## src/rtl/sin_phase_gen.sv

```systemverilog
// Phase accumulator (NCO) front end producing the PHASE_W-bit phase word for the sin stage.
// Free-running or N-sample burst operation, configured through a valid/ready handshake.
module sin_phase_gen #(
    parameter int ACC_W   = 32,
    parameter int PHASE_W = 14,
    parameter int LEN_W   = 16
) (
    input  logic               clk,
    input  logic               rst_n,
    input  logic               cfg_valid,
    output logic               cfg_ready,
    input  logic [ACC_W-1:0]   cfg_fcw,
    input  logic [PHASE_W-1:0] cfg_ofs,
    input  logic               cfg_burst,
    input  logic [LEN_W-1:0]   cfg_len,
    input  logic               cfg_clr,
    input  logic               stop,
    output logic [PHASE_W-1:0] x,
    output logic               x_valid,
    input  logic               x_ready,
    output logic               busy,
    output logic               done
);

    // state | meaning
    // IDLE  | waiting for configuration, no samples offered
    // RUN   | offering phase samples downstream
    typedef enum logic {
        IDLE = 1'b0,
        RUN  = 1'b1
    } state_t;

    state_t             state, state_nxt;
    logic [ACC_W-1:0]   acc, acc_nxt;
    logic [ACC_W-1:0]   fcw_r, fcw_nxt;
    logic [PHASE_W-1:0] ofs_r, ofs_nxt;
    logic               burst_r, burst_nxt;
    logic [LEN_W-1:0]   len_r, len_nxt;
    logic [LEN_W-1:0]   count, count_nxt;
    logic [PHASE_W-1:0] x_nxt;
    logic               x_valid_nxt;
    logic               done_nxt;

    logic [ACC_W-1:0]   acc_sel;
    logic [ACC_W-1:0]   acc_inc;
    logic               xfer;
    logic               last;

    assign acc_sel = cfg_clr ? '0 : acc;
    assign acc_inc = acc + fcw_r;
    assign xfer    = x_valid & x_ready;
    // Only meaningful in burst mode, where len_r is known to be non-zero.
    assign last    = burst_r && (count == len_r - LEN_W'(1));

    always_comb begin
        state_nxt   = state;
        acc_nxt     = acc;
        fcw_nxt     = fcw_r;
        ofs_nxt     = ofs_r;
        burst_nxt   = burst_r;
        len_nxt     = len_r;
        count_nxt   = count;
        x_nxt       = x;
        x_valid_nxt = x_valid;
        done_nxt    = 1'b0;

        case (state)
            IDLE: begin
                x_valid_nxt = 1'b0;
                if (cfg_valid) begin
                    fcw_nxt   = cfg_fcw;
                    ofs_nxt   = cfg_ofs;
                    burst_nxt = cfg_burst;
                    len_nxt   = cfg_len;
                    acc_nxt   = acc_sel;
                    count_nxt = '0;
                    if (cfg_burst && (cfg_len == '0)) begin
                        done_nxt = 1'b1;
                    end else begin
                        state_nxt   = RUN;
                        x_valid_nxt = 1'b1;
                        x_nxt       = acc_sel[ACC_W-1 -: PHASE_W] + cfg_ofs;
                    end
                end
            end

            RUN: begin
                if (xfer) begin
                    acc_nxt = acc_inc;
                    if (count != '1) begin
                        count_nxt = count + LEN_W'(1);
                    end
                    if (last) begin
                        // A completed burst wins over a coincident stop.
                        state_nxt   = IDLE;
                        x_valid_nxt = 1'b0;
                        done_nxt    = 1'b1;
                    end else if (stop) begin
                        state_nxt   = IDLE;
                        x_valid_nxt = 1'b0;
                    end else begin
                        x_nxt = acc_inc[ACC_W-1 -: PHASE_W] + ofs_r;
                    end
                end else if (stop) begin
                    state_nxt   = IDLE;
                    x_valid_nxt = 1'b0;
                end
            end

            default: begin
                state_nxt   = IDLE;
                x_valid_nxt = 1'b0;
            end
        endcase
    end

    always_ff @(posedge clk) begin
        if (!rst_n) begin
            state   <= IDLE;
            acc     <= '0;
            fcw_r   <= '0;
            ofs_r   <= '0;
            burst_r <= 1'b0;
            len_r   <= '0;
            count   <= '0;
            x       <= '0;
            x_valid <= 1'b0;
            done    <= 1'b0;
        end else begin
            state   <= state_nxt;
            acc     <= acc_nxt;
            fcw_r   <= fcw_nxt;
            ofs_r   <= ofs_nxt;
            burst_r <= burst_nxt;
            len_r   <= len_nxt;
            count   <= count_nxt;
            x       <= x_nxt;
            x_valid <= x_valid_nxt;
            done    <= done_nxt;
        end
    end

    assign cfg_ready = (state == IDLE);
    assign busy      = (state == RUN);

endmodule
```

## config.mk

```make
export PLATFORM = sky130hd
export DESIGN_NAME = sin_phase_gen
export DESIGN_NICKNAME = d
export VERILOG_FILES = /design/src/rtl/sin_phase_gen.sv
export SDC_FILE = /design/constraint.sdc
export NUM_CORES = 1
export LEC_CHECK = 0
export ABC_AREA = 1
export BUFFER_PORTS_ARGS = -buffer_cell sky130_fd_sc_hd__buf_2
export CAP_MARGIN = 40
export CORE_UTILIZATION = 25
export CTS_CLUSTER_DIAMETER = 80
export DETAILED_ROUTE_END_ITERATION = 6
export GPL_TIMING_DRIVEN = 1
export PLACE_DENSITY_LB_ADDON = 0.05
export SYNTH_ARGS = -nofsm -noshare
export SYNTH_HDL_FRONTEND = slang
export SYNTH_SLANG_ARGS = --single-unit
export TNS_END_PERCENT = 20
```

## constraint.sdc

```tcl
create_clock -name clk -period 4.5 [get_ports clk]
set_clock_uncertainty 0.1 [all_clocks]
set_input_delay 0.9 -clock clk [delete_from_list [all_inputs] [get_ports clk]]
set_output_delay 0.9 -clock clk [all_outputs]
set_load 0.01 [all_outputs]
```

==> results of run 1 <==
-- registers in the layout, indices dropped and copies added (netlist names) --
name,cells
acc,32
fcw_r,32
count,16
len_r,16
ofs_r,14
x,14
burst_r,1
busy,1
done,1
x_valid,1
-- worst reg2reg max path, cell delays in order (launching register included) --
cell     delay, ps
dfxtp_1        330
ha_1           170
inv_1           50
fa_1           360
inv_1           90
nand3_1         60
nand2_1        100
a21oi_1        120
o21ai_1        190
nand2_1         70
nand2_1         70
xor2_1         240
ha_1           290
inv_1           80
fa_1           400
inv_1           70
nand3_1         60
nand2_1        170
inv_1           50
o21ai_0        190
and2_1         170
o21ai_0        100
nand2_1         80
nand2_1         50
nand3_1         70
nand2_1         50
nor2_1          80
nor2_1          50
-- stage by stage --
| step | instances | cell area [sq um] | worst slack (ps) | power (mW) |
|---|---|---|---|---|
| floorplan | 1425 | 8980 | 921 | 1.82 |
| global placement | 1940 | 9870 | 535 | 2.08 |
| detailed placement | 1942 | 9900 | 488 | 2.08 |
| CTS | 1974 | 10400 | 477 | 3.43 |
| global route | 1974 | 10400 | 27.1 | 3.58 |
| finish | 1974 | 10400 | 497 | 3.36 |
-- kinds of logic after synthesis --
logic type / synth area share
AND/OR/NAND/NOR: 0.330
AO/OA/AOI/OAI: 0.179
buffers and inverters: 0.0881
flip-flops: 0.285
adder cells (fa/ha/maj): 0.0917
XOR/XNOR: 0.0263
-- final cells by class --
type	instances	area, sq um	area share
multi-input combinational	1093	5630	0.539
sequential	128	2560	0.246
inverter	165	624	0.0598
tap	461	577	0.0553
timing repair buffer	95	505	0.0485
clock buffer	17	425	0.0408
clock inverter	15	111	0.0107
-- worst paths after layout --
path                               from       to  slack (ps)
worst max register to register   acc[0]     x[8]         500
worst min register to register  acc[16]  acc[16]         370
worst min-delay path            acc[16]  acc[16]         370
worst max-delay path             acc[0]     x[8]         500
-- power groups by stage --
| stage | registers [mW] | clock network [mW] | logic (mW) |
|---|---|---|---|
| 6_report | 1.26 | 1.32 | 0.769 |
| 5_1_grt | 1.28 | 1.42 | 0.886 |
| 4_1_cts | 1.27 | 1.37 | 0.787 |
| 3_5_place_dp | 1.29 | 0 | 0.783 |
| 3_3_place_gp | 1.29 | 0 | 0.784 |
| 2_1_floorplan | 1.28 | 0 | 0.543 |
-- synth_stat cells, drive strengths merged --
master / n
o211a: 1
fa: 3
clkinv: 1
a211oi: 2
inv: 164
and2: 11
a21oi: 127
a31o: 1
dfxtp: 128
o21ai: 136
nand3: 84
ha: 61
nor2: 237
xnor2: 6
nor4: 8
o2bb2ai: 1
clkbuf: 27
nand4: 11
o21bai: 14
a31oi: 7
buf: 12
nand2: 324
or2: 11
o22ai: 1
nor3: 10
a21o: 9
o211ai: 1
nand3b: 5
xor2: 21
a21boi: 1
-- per-layer routing --
layer  track usage  vias up  part of all wire
li1              -     4788                 -
met1         0.222     4077              0.49
met2         0.300       96              0.48
met3        0.0299       10             0.024
met4        0.0357        0            0.0073
met5             0        -                 0
==> run metrics, run 1 <==
Post-Synthesis Cell Area 8980 sq um; Worst Path Class, Setup flop to flop; Stages on worst setup path 27; layout cells sized above 1 0.111; Total GRT Usage 0.173; CTS H-Tree Depth 4; # setup viols final 0; DIE AREA 36700 sq um; combinational share of power 0.229; Startpoint Class flop; Via-to-Cell Ratio 4.54; postcts setup bufs 0; fin crit share 0.890; Syn Area/Cell 6.30 sq um; CP most frequent cell nand2_1; I/O pin total 87; Synth area leader dfxtp_1; commonest non-fill, non-tap cell in the layout nand2_1; Seq cells post-synth 128; Net Count, Synth 1558; Crit-path slowest cell fa_1; first-pass GRT wire length 48200 um; RSZ-0062 raised after global routing false; vias in the first global route 8776; Final Wtd Congestion 0.837; Crit path buffers/inverters 5; sw frac 0.348; Clock transition at path regs 60 ps; Worst Setup End Kind flop; yosys warns 0; drt first pass iters 4; CTS tree built; floorplan row count 69; DIE HEIGHT 191 um; Final HPWL DP 23600 um; number of gates resized after CTS 0; Internal 2.19 mW; Reg power frac 0.377; TNS Setup 0 ps; CP Max Fanout 5; Syn Inst Count 1425; final WL 30500 um; final slew viol count 0; grt ovf 0; Top delay family on crit path adder cells; pwr dens 322 nW/um^2; Clock Power Share 0.394; Synth-to-Final Area Change 16.2%; final antenna-violating net count 0; number of CTS-inserted buffers 17; Port Buffers 86; Leakage 4.91 nW; # fillers 4090; slew margin rel. 0.486; Sink Count 128; pin count of the biggest net entering global routing 79; status finished clean; Initial Utilization 0.253; sequential fraction of the synthesis area 0.285; initial antenna violation count 0; clk buf depth 2; core area 35500 sq um; Post-CTS Hold Fix Bufs 0; critical path's largest stage delay 400 ps; Max VDD drop 256 uV; Switch Pwr 1.17 mW; Slew @ Worst Pin 771 ps; routed length per instance 15.5 um; worst reg2reg path depth 27; FMAX 0.250 GHz; clk_lat worst skew 440 ps; Via Count 8971; commonest non-fill, non-tap cells in the layout nand2_1 (314), nor2_1 (226), inv_1 (159); ANT cells 0; DRC Markers 0; Max Cap Viol 0; Initial DRC Count 436; NumNets Final 1633; WHS 369 ps; Worst EP arrival 4230 ps; final core utilization 0.294; largest cells by area after synthesis dfxtp_1 (29%), nand2_1 (13%), nor2_1 (9.4%); fin crit period 4000 ps; Critical Path RT 4730 ps; Synth cell types 45; worst min path class flop to flop; root buffer cell clkbuf_16; Hold Crit Depth 2; width of the die 191 um; top-area cell type share of the netlist area 0.285; Hold Violations, Final 0
Note: power is estimated with default switching activity, not from simulation.
==> inputs of run 2 (changes only) <==
ABC_AREA = not set   (was 1)
==> run 2 against run 1 <==
Total power is 7.7% lower. Die area fell by 9.3%. Fmax down 9.9%. Largest cell class unchanged. Hold slack worse by 11 ps. First-iteration DRC count fell by 22%. Count of clock-buffer cells in the layout is 4 higher. Register-to-register slack worse by 440 ps.
==> run metrics, run 2 <==
final WL 26300 um; clk_lat worst skew 440 ps; Via-to-Cell Ratio 4.68; simple-gate share of the synthesized area 0.217; Syn Inst Count 1008; DP Area 9370 sq um; routed length per instance 16.6 um; Synth-to-Final Area Change 25.8%; Hold Violations, Final 0; RSZ-0062 raised after global routing true; Setup WS post-layout 55.8 ps; core area 31800 sq um; worst path cell trace ha_1 > a21o_1 > a221o_1 > o21a_1 > o21ai_2 > a21oi_2 > o31a_1 > o22a_1 > xor2_2 > ha_4 > a211oi_2 > nor2_2 > o41ai_2 > buf_4 > a21oi_2 > nand4_1 > nand4b_1 > a21oi_2 > xnor2_1 > or3_1 > a41oi_2; vias in the first global route 7236; drt first pass iters 4; Top delay family on crit path compound AO/OA/AOI/OAI gates; EDFF count, synth 0; Net Count, Synth 1141; fin crit period 4440 ps; commonest non-fill, non-tap cells in the layout nand2_1 (170), dfxtp_1 (125), buf_2 (86); CTS H-Tree Depth 4; layout cells sized above 1 0.221; DRC Markers 0; status finished clean; largest family of logic cells by synthesized area compound AO/OA/AOI/OAI gates; Initial Utilization 0.256; clk buf depth 2; Stages on worst setup path 21; fraction of registers with async set/reset 0; NumNets Final 1270; I/O pin total 87; DP Worst Slack -363 ps; CP most frequent cell a21oi_2; Final Non-Filler Cells 1585; FMAX 0.225 GHz; Sink Count 128; Hold Crit Depth 2; Max Cap Viol 0; first-pass GRT wire length 41800 um; Post-CTS Hold Fix Bufs 0; sequential fraction of the synthesis area 0.315; Clock transition at path regs 60 ps; floorplan row count 65; design area 10200 sq um; Via Count 7416; final slew viol count 0; Worst Setup End Kind flop; worst min path class flop to flop; placed cells 1540; Final Wtd Congestion 0.763; worst reg2reg path depth 21; Tot Pwr 3.10 mW; most frequent cells after synthesis nand2_1 (171), dfxtp_1 (128), a21oi_1 (76), nor2_1 (68), ha_1 (61); critical path's largest stage delay 360 ps; Total GRT Usage 0.164; CTS tree built; Seq cells post-synth 128; top-area cell type share of the netlist area 0.315; Startpoint Class flop; Port Buffers 86; Synth cell types 71; width of the die 182 um; Post-Synthesis Cell Area 8140 sq um; DIE HEIGHT 182 um; Max VDD drop 267 uV; post-synthesis xor/xnor area fraction 0.0861; most frequent cell after synthesis nand2_1; Slew @ Worst Pin 880 ps; Leakage 4.36 nW; largest cells by area after synthesis dfxtp_1 (31%), ha_1 (9.4%), nand2_1 (7.9%); number of CTS-inserted buffers 17; initial antenna violation count 0; Final HPWL DP 19900 um; DIE AREA 33300 sq um; fin crit share 0.988; Critical Path RT 4760 ps; Worst EP arrival 4700 ps; ANT cells 0; slew margin rel. 0.414; WHS 358 ps; final antenna-violating net count 0; post-synthesis compound-gate area fraction 0.236; Regs by FF count acc (32), fcw_r (32); Crit path buffers/inverters 1; pwr dens 303 nW/um^2; Syn Area/Cell 8.07 sq um; # setup viols final 0; grt ovf 0; commonest non-fill, non-tap cell in the layout nand2_1; Worst Path Class, Setup flop to flop; ys flop type dfxtp_1; root buffer cell clkbuf_16; CP Max Fanout 3; Synth area leader dfxtp_1; pin count of the biggest net entering global routing 56; Initial DRC Count 339; fraction of synthesized area in multiplexers 0.00753; Crit-path slowest cell a221o_1; Post-Synth Adder-Cell Area 0.101; yosys warns 0
==> run 2: area by class of cell <==
cell class | instances | area [sq um]
clock buffers | 21 | 470
clock inverters | 11 | 113
fillers | 3465 | 21600
inverters | 28 | 105
multi-input cells | 805 | 5480
flip-flops and latches | 128 | 2570
well taps | 435 | 544
repair buffers | 157 | 963
==> run 2: kinds of logic (layout without fill, tap and decap cells) <==
group           Yosys count  count (layout)
xor+xnor                 80              80
fa+ha+maj                64              64
mux                       6               6
simple gates            373             373
compound gates          282             282
flops                   128             128
buf+inv                  75             217
==> run 2: repair_timing <==
item / CTS / global route
endpoints found under the setup margin: 6 / 6
pin swaps: 18 / 19
gates cloned: 0 / 0
setup buffers: 10 / 3
resized for setup: 21 / 21
==> run 2: final timing paths <==
kind	from	end	slack (ps)
setup / recovery	acc[5]	x[13]	60
hold / removal	acc[12]	acc[12]	360
setup reg to reg	acc[5]	x[13]	60
hold reg to reg	acc[12]	acc[12]	360
==> run 2: where the power goes <==
group	switching, mW	internal, mW
clock network	0.558	0.853
registers	0.0475	1.18
logic	0.267	0.191
total	0.872	2.23
==> run 2: tightest hold or removal path, stage by stage, from the launching register on <==
cell	delay, ps
dfxtp_1	310
nand2_1	50
a21oi_1	50
==> run 2: metal layers <==
metal,wire [um],track usage
met1,14100,0.236
met2,11400,0.250
met5,0,0
met3,675,0.0247
met4,178,0.0454
==> run 2: stage by stage <==
stage	setup TNS (ps)	utilization
6_report	0	0.322
3_3_place_gp	-925	0.295
4_1_cts	0	0.318
3_5_place_dp	-1350	0.295
5_1_grt	-592	0.322
2_1_floorplan	0	-
==> inputs of run 3 (changes only) <==
CORE_UTILIZATION = 38   (was 25)
==> run 3 against run 2 <==
The run now ends with setup timing left. Final cell count down 11%. Sequential share of layout area up 0.98 points. First-iteration DRC count up 11%. Die area down 34%. Critical endpoint unchanged.
==> run metrics, run 3 (synthesized netlist as in run 2, its figures left out) <==
status finished, violations left; violated checks setup timing; # setup viols final 1; final antenna-violating net count 0; clk_lat worst skew 420 ps; NumNets Final 1254; pwr dens 310 nW/um^2; worst reg2reg path depth 21; Initial Utilization 0.387; width of the die 148 um; design area 9850 sq um; Max VDD drop 237 uV; FF-to-FF setup slack -10 ps; grt ovf 0; Setup WS post-layout -12.0 ps; CTS tree built; final core utilization 0.469; DP Worst Slack -256 ps; Final Non-Filler Cells 1409; Worst EP arrival 4760 ps; worst min path class flop to flop; drt first pass iters 5; r2r endpoint x[13]; Hold Violations, Final 0; Final HPWL DP 16400 um; slew margin rel. 0.457; Clock transition at path regs 60 ps; final slew viol count 0; DIE HEIGHT 148 um; Tot Pwr 3.05 mW; Total GRT Usage 0.210; number of CTS-inserted buffers 17; Initial DRC Count 376; Regs by FF count acc (32), fcw_r (32); layout cells sized above 1 0.202; RSZ-0062 raised after global routing true; CTS H-Tree Depth 4; Slew @ Worst Pin 808 ps; root buffer cell clkbuf_16; Reg power frac 0.401; DRC Markers 0; DP Area 9070 sq um; clk buf depth 2; commonest non-fill, non-tap cell in the layout nand2_1; Via-to-Cell Ratio 5.14; Synth-to-Final Area Change 21.1%; initial antenna violation count 0; Clock Power Share 0.452; Switch Pwr 0.841 mW; placed cells 1367; Startpoint Class flop; CP Max Fanout 4; WHS 359 ps; Port Buffers 86; pin count of the biggest net entering global routing 56; DIE AREA 22000 sq um; ANT cells 0; Leakage 4.25 nW; Via Count 7248; final WL 22500 um; floorplan row count 53; Final Wtd Congestion 0.813; Max Cap Viol 0; Critical Path RT 4740 ps; Sink Count 128; worst hold endpoint ofs_r[8]; vias in the first global route 6940; commonest non-fill, non-tap cells in the layout nand2_1 (170), dfxtp_1 (126), buf_2 (86); Reg2Reg Launch Point acc[6]; Hold Crit Depth 2; Worst Setup End Kind flop; combinational share of power 0.147; first-pass GRT wire length 36100 um; I/O pin total 87; Internal 2.21 mW; core area 21000 sq um; sw frac 0.275; fin crit share 1.00; FMAX 0.222 GHz; Worst Path Class, Setup flop to flop; Worst Hold Launch ofs_r[8]; routed length per instance 15.9 um; fin crit period 4510 ps; Post-CTS Hold Fix Bufs 0; TNS Setup -12.0 ps
[run 3: cell count changes in the layout (fill, tap and decap cells not counted), moves of 2 or more]
cell / delta
a21oi_2: -3
buf_4: -17
xnor2_1: +2
clkinv_2: -2
a21oi_1: +2
xnor2_2: -2
o21ai_1: +3
clkbuf_1: +2
ha_2: +3
ha_4: -3
o21ai_0: -2
[run 3: worst max-delay path, stage by stage (launching register included)]
cell and delay (ps):
dfxtp_1 310, ha_1 300, and3_1 200, a221o_1 370, o21a_1 200, o21ai_1 120, a21oi_1 80, o31a_1 280
o22a_1 240, xor2_1 170, ha_2 210, a211oi_2 220, nor2_2 80, o41ai_2 330, buf_4 180, a21oi_4 60
nand4_1 120, nand4b_1 120, a21oi_2 160, xnor2_1 80, or3_1 330, a41oi_2 170
[run 3: final cells by class]
type | instances | area [sq um]
Clock buffer | 22 | 464
Multi-Input combinational cell | 805 | 5410
Fill cell | 2157 | 11200
Inverter | 28 | 105
Tap cell | 275 | 344
Clock inverter | 10 | 111
Timing Repair Buffer | 141 | 847
Sequential cell | 128 | 2560
[run 3: how the worst max path moves through the flow]
stage	start	slack, ps	endpoint
floorplan	acc[5]	50	x[13]
global placement	acc[0]	-170	x[12]
detailed placement	fcw_r[0]	-260	x[12]
CTS	fcw_r[0]	0.7	x[13]
global route	acc[6]	-270	x[13]
finish	acc[6]	-10	x[13]
[run 3: power groups by stage]
stage                     clock [mW]  sequential, mW  combinational [mW]
after global placement             0            1.25               0.435
after floorplan                    0            1.24               0.296
after global routing            1.46            1.23               0.499
after CTS                       1.40            1.23               0.445
after detailed placement           0            1.25               0.436
final                           1.38            1.23               0.448
[run 3: routing by layer]
layer / vias to the layer above / track usage / share of wire
met5: - / 0 / 0
met2: 104 / 0.335 / 0.45
li1: 3801 / - / -
met4: 0 / 0.0608 / 0.012
met1: 3326 / 0.293 / 0.52
met3: 17 / 0.0291 / 0.025
[run 3: repair_timing]
| action | CTS | global route |
|---|---|---|
| endpoints found under the setup margin | 5 | 7 |
| pin swaps | 10 | 27 |
| buffers inserted | 5 | 5 |
| gates resized for setup | 8 | 29 |
